--- src/rtl/flap_input_ctrl.sv ---
// Flap-button input peripheral: synchroniser, debouncer, free-running timestamp,
// event FIFO and registered read port for the core's load path.
// Optional feature: define FLAP_RELEASE_EVT_EN to also queue release events (kind=1).
module flap_input_ctrl #(
  parameter int unsigned DEBOUNCE_CYCLES = 16,
  parameter int unsigned FIFO_DEPTH      = 4,
  parameter int unsigned TS_WIDTH        = 16
) (
  input  logic        clock,
  input  logic        rst,
  input  logic        btn_raw,
  input  logic        rd_en,
  input  logic        ovf_clr,
  output logic [31:0] rd_data,
  output logic        irq,
  output logic        overflow
);

  localparam int unsigned DbW  = (DEBOUNCE_CYCLES > 1) ? $clog2(DEBOUNCE_CYCLES) : 1;
  localparam int unsigned PtrW = $clog2(FIFO_DEPTH);
  localparam int unsigned CntW = $clog2(FIFO_DEPTH + 1);
  localparam int unsigned EntW = TS_WIDTH + 1;

  logic                r_sync1;
  logic                r_sync2;
  logic                r_stable;
  logic [DbW-1:0]      r_db_cnt;
  logic [TS_WIDTH-1:0] r_ts;
  logic [EntW-1:0]     r_mem [FIFO_DEPTH];
  logic [PtrW-1:0]     r_wr_ptr;
  logic [PtrW-1:0]     r_rd_ptr;
  logic [CntW-1:0]     r_count;
  logic                r_overflow;
  logic [31:0]         r_rd_data;

  logic                w_btn_s;
  logic                w_db_fire;
  logic                w_push;
  logic                w_push_kind;
  logic                w_full;
  logic                w_pop;
  logic                w_wr;
  logic                w_drop;
  logic [EntW-1:0]     w_rd_entry;
  logic [31:0]         w_rd_word;

  assign w_btn_s   = r_sync2;
  assign w_db_fire = (w_btn_s != r_stable) && (r_db_cnt == DbW'(DEBOUNCE_CYCLES - 1));

`ifdef FLAP_RELEASE_EVT_EN
  assign w_push      = w_db_fire;
  assign w_push_kind = ~w_btn_s;  // new level 0 means a release
`else
  assign w_push      = w_db_fire && w_btn_s;
  assign w_push_kind = 1'b0;
`endif

  assign w_full     = (r_count == CntW'(FIFO_DEPTH));
  assign w_pop      = rd_en && (r_count != '0);
  // A simultaneous pop frees a slot, so a push into a full FIFO still lands.
  assign w_wr       = w_push && (!w_full || w_pop);
  assign w_drop     = w_push && w_full && !w_pop;
  assign w_rd_entry = r_mem[r_rd_ptr];

  assign rd_data  = r_rd_data;
  assign irq      = (r_count != '0);
  assign overflow = r_overflow;

  // Two-flop synchroniser and debounce counter / accepted level.
  always_ff @(posedge clock) begin
    if (rst) begin
      r_sync1  <= 1'b0;
      r_sync2  <= 1'b0;
      r_stable <= 1'b0;
      r_db_cnt <= '0;
    end else begin
      r_sync1 <= btn_raw;
      r_sync2 <= r_sync1;
      if (w_btn_s == r_stable) begin
        r_db_cnt <= '0;
      end else if (w_db_fire) begin
        r_stable <= w_btn_s;
        r_db_cnt <= '0;
      end else begin
        r_db_cnt <= r_db_cnt + DbW'(1);
      end
    end
  end

  // Free-running timestamp, wraps naturally at 2^TS_WIDTH.
  always_ff @(posedge clock) begin
    if (rst) begin
      r_ts <= '0;
    end else begin
      r_ts <= r_ts + TS_WIDTH'(1);
    end
  end

  // Event storage; contents are don't-care while the slot is not counted.
  always_ff @(posedge clock) begin
    if (w_wr) begin
      r_mem[r_wr_ptr] <= {w_push_kind, r_ts};
    end
  end

  // FIFO pointers, occupancy and sticky overflow.
  always_ff @(posedge clock) begin
    if (rst) begin
      r_wr_ptr   <= '0;
      r_rd_ptr   <= '0;
      r_count    <= '0;
      r_overflow <= 1'b0;
    end else begin
      if (w_wr) begin
        r_wr_ptr <= r_wr_ptr + PtrW'(1);
      end
      if (w_pop) begin
        r_rd_ptr <= r_rd_ptr + PtrW'(1);
      end
      if (w_wr && !w_pop) begin
        r_count <= r_count + CntW'(1);
      end else if (!w_wr && w_pop) begin
        r_count <= r_count - CntW'(1);
      end
      if (w_drop) begin
        r_overflow <= 1'b1;
      end else if (ovf_clr) begin
        r_overflow <= 1'b0;
      end
    end
  end

  // Assemble the read word from pre-pop state.
  always_comb begin
    w_rd_word        = '0;
    w_rd_word[31]    = w_pop;
    w_rd_word[30]    = r_overflow;
    w_rd_word[29:24] = 6'(r_count);
    if (w_pop) begin
      w_rd_word[23]   = w_rd_entry[TS_WIDTH];
      w_rd_word[22:0] = 23'(w_rd_entry[TS_WIDTH-1:0]);
    end
  end

  // Read register updates only on a strobe and holds otherwise.
  always_ff @(posedge clock) begin
    if (rst) begin
      r_rd_data <= '0;
    end else if (rd_en) begin
      r_rd_data <= w_rd_word;
    end
  end

endmodule

--- config.mk ---
export PLATFORM = sky130hd
export DESIGN_NAME = flap_input_ctrl
export DESIGN_NICKNAME = d
export VERILOG_FILES = /design/src/rtl/flap_input_ctrl.sv
export SDC_FILE = /design/constraint.sdc
export NUM_CORES = 1
export LEC_CHECK = 0
export ABC_AREA = 1
export CAP_MARGIN = 15
export CORE_ASPECT_RATIO = 0.7
export CORE_UTILIZATION = 40
export CTS_BUF_LIST = sky130_fd_sc_hd__clkbuf_4
export DETAILED_ROUTE_END_ITERATION = 8
export GPL_TIMING_DRIVEN = 0
export HOLD_SLACK_MARGIN = 0.15
export PLACE_DENSITY = 0.58
export SLEW_MARGIN = 20
export SYNTH_ARGS = -nofsm -noshare
export SYNTH_HDL_FRONTEND = slang
export SYNTH_SLANG_ARGS = --single-unit
--- constraint.sdc ---
create_clock -name clock -period 2.3 [get_ports clock]
set_input_delay 0.69 -clock clock [delete_from_list [all_inputs] [get_ports clock]]
set_output_delay 0.69 -clock clock [all_outputs]
set_load 0.03 [all_outputs]
# Word level (Yosys, flattened, before mapping)
# Memory sizes are Yosys's and may differ from the RTL's. A register that Yosys moved wholly into a read port is not among the register bits.
# Index checks and enable logic that the tools add are counted.
[word_totals]
reg_bits = 60
ram_bits = 64
inputBits = 5
output_inout_bits = 34
wordCells = 48
mem_count = 1
[classes]
add_sub_neg = 6
eq_ne = 4
n_mux = 9
bitwise = 1
n_reduce_logical = 17
[memory_table]
columns = ["memory", "words", "word_bits", "rd", "rd_clocked_by_memory_dff", "wr", "line", "source"]
rows = [
  ["r_mem", 4, 16, 1, 1, 1, "29", "logic [EntW-1:0] r_mem [FIFO_DEPTH];"],
]
[op_table]
columns = ["op", "n"]
rows = [
  ["two-way mux 24 bit", 1],
  ["adder 16 x 1 -> 16 bit (second input constant)", 1],
  ["logical AND 1 bit", 8],
  ["two-way mux 3 bit", 2],
  ["adder 2 x 1 -> 2 bit (second input constant)", 2],
  ["adder 4 x 1 -> 4 bit (second input constant)", 1],
  ["equality test 4 bit (second input constant)", 1],
  ["two-way mux 1 bit", 4],
  ["two-way mux 2 bit", 2],
  ["nonzero test 2 bit", 2],
  ["adder 3 x 1 -> 3 bit (second input constant)", 1],
  ["equality test 3 bit (second input constant)", 1],
  ["zero test 1 bit", 3],
  ["nonzero test 3 bit", 1],
  ["OR reduction 3 bit", 1],
  ["subtractor 3 x 1 -> 3 bit (second input constant)", 1],
  ["AND reduction 2 bit", 1],
  ["equality test 1 bit", 1],
  ["logical OR 1 bit", 1],
  ["!= test 1 bit", 1],
  ["inverter 1 bit", 1],
]

# Logic depth before layout (Yosys ltp)
[depth]
word_depth = 8
depth_mapped = 13
ltp_nobuf = 13

# Least setup slack after synthesis
# Ideal clock, no wire load.
[synth_path]
path_type = "input-to-reg"
start = "input port rd_en"
end = "register r_count[2]"
setup_ns = 0.124
t_arrival_ns = 1.892
t_required_ns = 2.176
path_slack_ns = 0.284
cell_stages = 11
n_path_buf = 0
path_cell_list = "inv_2 nand3_1 nand2_2 inv_1 ha_1 inv_1 fa_1 nand2_1 nand3_1 o21ai_0 a21oi_1"
[synth_between]
elab_chain_cells = 6
elab_cells_between_ends = 9
cone_classes = "mux: 1; reduce/logical: 8"
[synth_rtl]
columns = ["item", "line", "source"]
rows = [
  ["start, declared", "12", "input logic rd_en,"],
  ["logical AND 1 bit (*)", "59", "assign w_pop = rd_en && (r_count != '0);"],
  ["logical OR 1 bit (*)", "61", "assign w_wr = w_push && (!w_full || w_pop);"],
  ["logical AND 1 bit (*)", "61", ""],
  ["net w_wr", "42", "logic w_wr;"],
  ["zero test 1 bit", "122", "end else if (!w_wr && w_pop) begin"],
  ["logical AND 1 bit", "122", ""],
  ["nonzero test 2 bit (no source line)", "n/a", ""],
  ["end signal, assigned", "121", "r_count <= r_count + CntW'(1);"],
  ["end signal, assigned", "123", "r_count <= r_count - CntW'(1);"],
  ["end, declared", "32", "logic [CntW-1:0] r_count;"],
]
# Mark *: on every way through the listed nets, which the timed path passes. The rest lies on a longest branch.
# A chain may end at the register's enable or synchronous reset.

# Worst setup path after layout
[layout_path]
start = "register r_rd_data[11] (netlist: rd_data[11])"
end = "output port rd_data[11]"
[layout_rtl]
columns = ["item", "line", "source"]
rows = [
  ["start, declared", "34", "logic [31:0] r_rd_data;"],
  ["start signal, assigned", "150", "r_rd_data <= w_rd_word;"],
  ["end, declared", "14", "output logic [31:0] rd_data,"],
]
# No word-level cell between the ends.

==> load_flow_metrics.sql <==
INSERT INTO impl_metrics (metric_group, metric, value, unit) VALUES
('route', 'postRouteAntennaNets', '0', ''),
('synthesis', 'number_of_enable_flip_flop_cells_after_synthesis', '64', ''),
('synthesis', 'most_instantiated_cells_after_synthesis', 'nand2_1, inv_1, edfxtp_1, dfxtp_1, nor2_1', ''),
('floorplan', 'design.portCount', '39', ''),
('clocking', 'clock_transition_at_path_regs', '100', 'ps'),
('synthesis', 'ys_ff_latch', '118', ''),
('global_routing', 'pin_count_of_the_biggest_net_entering_global_routing', '17', ''),
('sta', 'finalSetupViolations', '0', ''),
('sta', 'holdWs', '408', 'ps'),
('synthesis', 'synth_warnings', '0', ''),
('power_and_ir_drop', 'p_sw', '0.00150', 'W'),
('power_and_ir_drop', 'peak_supply_drop', '429', 'uV'),
('setup_path', 'crit_path_max_fanout', '2', ''),
('power_and_ir_drop', 'power.leakage', '2.49', 'nW'),
('synthesis', 'yosys.cell_types.count', '29', ''),
('synthesis', 'async_reset_ff_frac', '0', ''),
('power_and_ir_drop', 'share_comb_of_total_power', '0.206', ''),
('global_routing', 'antenna_found_initial', '0', ''),
('sta', 'max_clock_freq', '451', 'MHz'),
('route', 'via_per_inst', '4.54', ''),
('synthesis', 'synth_area', '5020', 'sq um'),
('sta', 'timing.final.ws_setup', '80.7', 'ps'),
('power_and_ir_drop', 'post-layout-total-power', '0.00502', 'W'),
('finish', 'seq_area', '3000', 'sq um'),
('power_and_ir_drop', 'power.share.sequential', '0.471', ''),
('sta', 'final.setup_skew', '18.1', 'ps'),
('clocking', 'clock_tree_from_tritoncts', 'yes', ''),
('worst_hold_path', 'holdCritPathClass', 'register to register', ''),
('sta', 'worst_slew_margin_rel', '0.541', ''),
('setup_path', 'cpPeakStageDelay', '670', 'ps'),
('power_and_ir_drop', 'cellInternalPower', '0.00352', 'W'),
('power_and_ir_drop', 'pwr-share-clk', '0.323', ''),
('synthesis', 'synth.area.top_cells', 'edfxtp_1, dfxtp_1, nand2_1, inv_1, nand3_1', ''),
('placed_design', 'place.port_buffers', '27', ''),
('floorplan', 'start_util', '0.419', ''),
('synthesis', 'synth_top_cell_by_area', 'edfxtp_1', ''),
('route', 'detail_route.drc_violations', '0', ''),
('sta', 'rsz0062_at_grt', 'false', ''),
('placed_design', 'place.gp.congestion', '0.738', ''),
('clocking', 'ctsHtreeMaxLevel', '4', ''),
('floorplan', 'fp.dieW', '136', 'um'),
('sta', 'layout_min_cycle_time', '2220', 'ps'),
('status', 'run_status', 'finished clean', ''),
('finish', 'diodes', '0', ''),
('setup_path', 'element_type_at_the_critical_path_end', 'output port', ''),
('placed_design', 'detailed_place_hpwl', '7370', 'um'),
('clocking', 'clockRootBuffer', 'clkbuf_4', ''),
('floorplan', 'fp.dieArea', '13000', 'sq um'),
('synthesis', 'syn_inst', '552', ''),
('setup_path', 'critical_path.startpoint_type', 'register', ''),
('setup_path', 'arrival', '1530', 'ps'),
('sta', 'final-max-slew-violation-count', '0', ''),
('setup_path', 'timing.critical_path.buf_inv', '1', ''),
('synthesis', 'yosysSeqAreaShare', '0.598', ''),
('synthesis', 'yosysTopAreaCellShare', '0.383', ''),
('finish', 'share_of_layout_cells_above_drive_strength_1', '0.136', ''),
('clocking', 'ctsLongestPathBuffers', '2', ''),
('power_and_ir_drop', 'switching_share', '0.299', ''),
('clocking', 'numCtsBuffers', '17', ''),
('global_routing', 'grt_first_pass_wirelength', '16800', 'um'),
('clocking', 'clock_sinks', '118', ''),
('sta', 'period_share', '0.965', ''),
('route', 'drt_initial_violations', '291', ''),
('route', 'drt_pass1_iterations', '5', ''),
('route', 'finalWirelength', '10500', 'um'),
('finish', 'area_delta_synth_final', '18.1', '%'),
('synthesis', 'synth.avg_cell_area', '9.10', 'sq um'),
('route', 'detail_routed_net_length_per_standard_cell', '13.4', 'um'),
('power_and_ir_drop', 'p_per_area', '847', 'nW/um^2'),
('route', 'dr_total_vias', '3553', ''),
('finish', 'multi_input_area', '1560', 'sq um');
## cell families after synthesis
group	Yosys count	synth area share
buf+inv	123	0.106
flops	118	0.598
compound gates	49	0.0528
other cells	1	0.000747
xor+xnor	6	0.0105
simple gates	247	0.210
fa+ha+maj	8	0.0214
## power groups by stage
stage	Combinational, W	Sequential, W	Clock [W]
2_1_floorplan	0.000625	0.00249	0
3_3_place_gp	0.00104	0.00240	0
3_5_place_dp	0.00104	0.00241	0
4_1_cts	0.00104	0.00236	0.00164
5_1_grt	0.00116	0.00238	0.00175
6_report	0.00104	0.00236	0.00162
## final cells by class
| class | count | share of cell area |
|---|---|---|
| multi-input cells | 321 | 0.263 |
| clock inverters | 13 | 0.0272 |
| plain buffers | 29 | 0.0306 |
| clock buffers | 19 | 0.0241 |
| flip-flops and latches | 118 | 0.507 |
| inverters | 94 | 0.0595 |
| well taps | 157 | 0.0331 |
| repair buffers | 32 | 0.0557 |
## cells in the final DEF (no fill, tap or decap), drive strengths merged
| cell | count |
|---|---|
| nand2 | 150 |
| inv | 97 |
| edfxtp | 64 |
| dfxtp | 54 |
| nor2 | 49 |
| nand3 | 44 |
| a21oi | 34 |
| buf | 30 |
| clkdlybuf4s50 | 24 |
| clkbuf | 23 |
| o21ai | 13 |
| conb | 11 |
| ha | 7 |
| clkinv | 6 |
| xor2 | 4 |
| bufinv | 4 |
| nand4 | 3 |
| xnor2 | 2 |
| dlygate4sd2 | 2 |
| o21a | 1 |
| nand3b | 1 |
| o21bai | 1 |
| fa | 1 |
| dlymetal6s2s | 1 |
## metal layers
metal,global-route usage,routed length (um)
met4,0.0685,132
met1,0.250,5300
met5,0,0
met3,0.0390,643
met2,0.264,4440
## flip-flops by register name (all words and copies together), names as in the netlist, 2 cells and up, named ones only
name      cells
r_count       3
r_rd_ptr      2
r_ts         16
rd_data      21
r_mem        64
r_db_cnt      4
r_wr_ptr      2
## repair_timing
item | in CTS | in global routing
gates cloned | 0 | 0
setup buffers | 0 | 1
pin swaps | 0 | 1
endpoints found under the setup margin | 3 | 4
resized for setup | 4 | 8
endpoints found under the hold margin | 0 | 0
## worst paths after layout
check / start / to / slack [ps] / cells past startpoint
min: r_sync1 / r_sync2 / 410 / 2
max: rd_data[11] / rd_data[11] / 80 / 1
max reg2reg: r_db_cnt[0] / r_count[2] / 190 / 12
min reg2reg: r_sync1 / r_sync2 / 410 / 2
## metrics by stage
| stage | area, sq um | cells |
|---|---|---|
| detailed placement | 5590 | 750 |
| global route | 5930 | 783 |
| global placement | 5530 | 746 |
| finish | 5930 | 783 |
| floorplan | 5060 | 562 |
| CTS | 5900 | 782 |
Power figures use the tool's default switching activity.
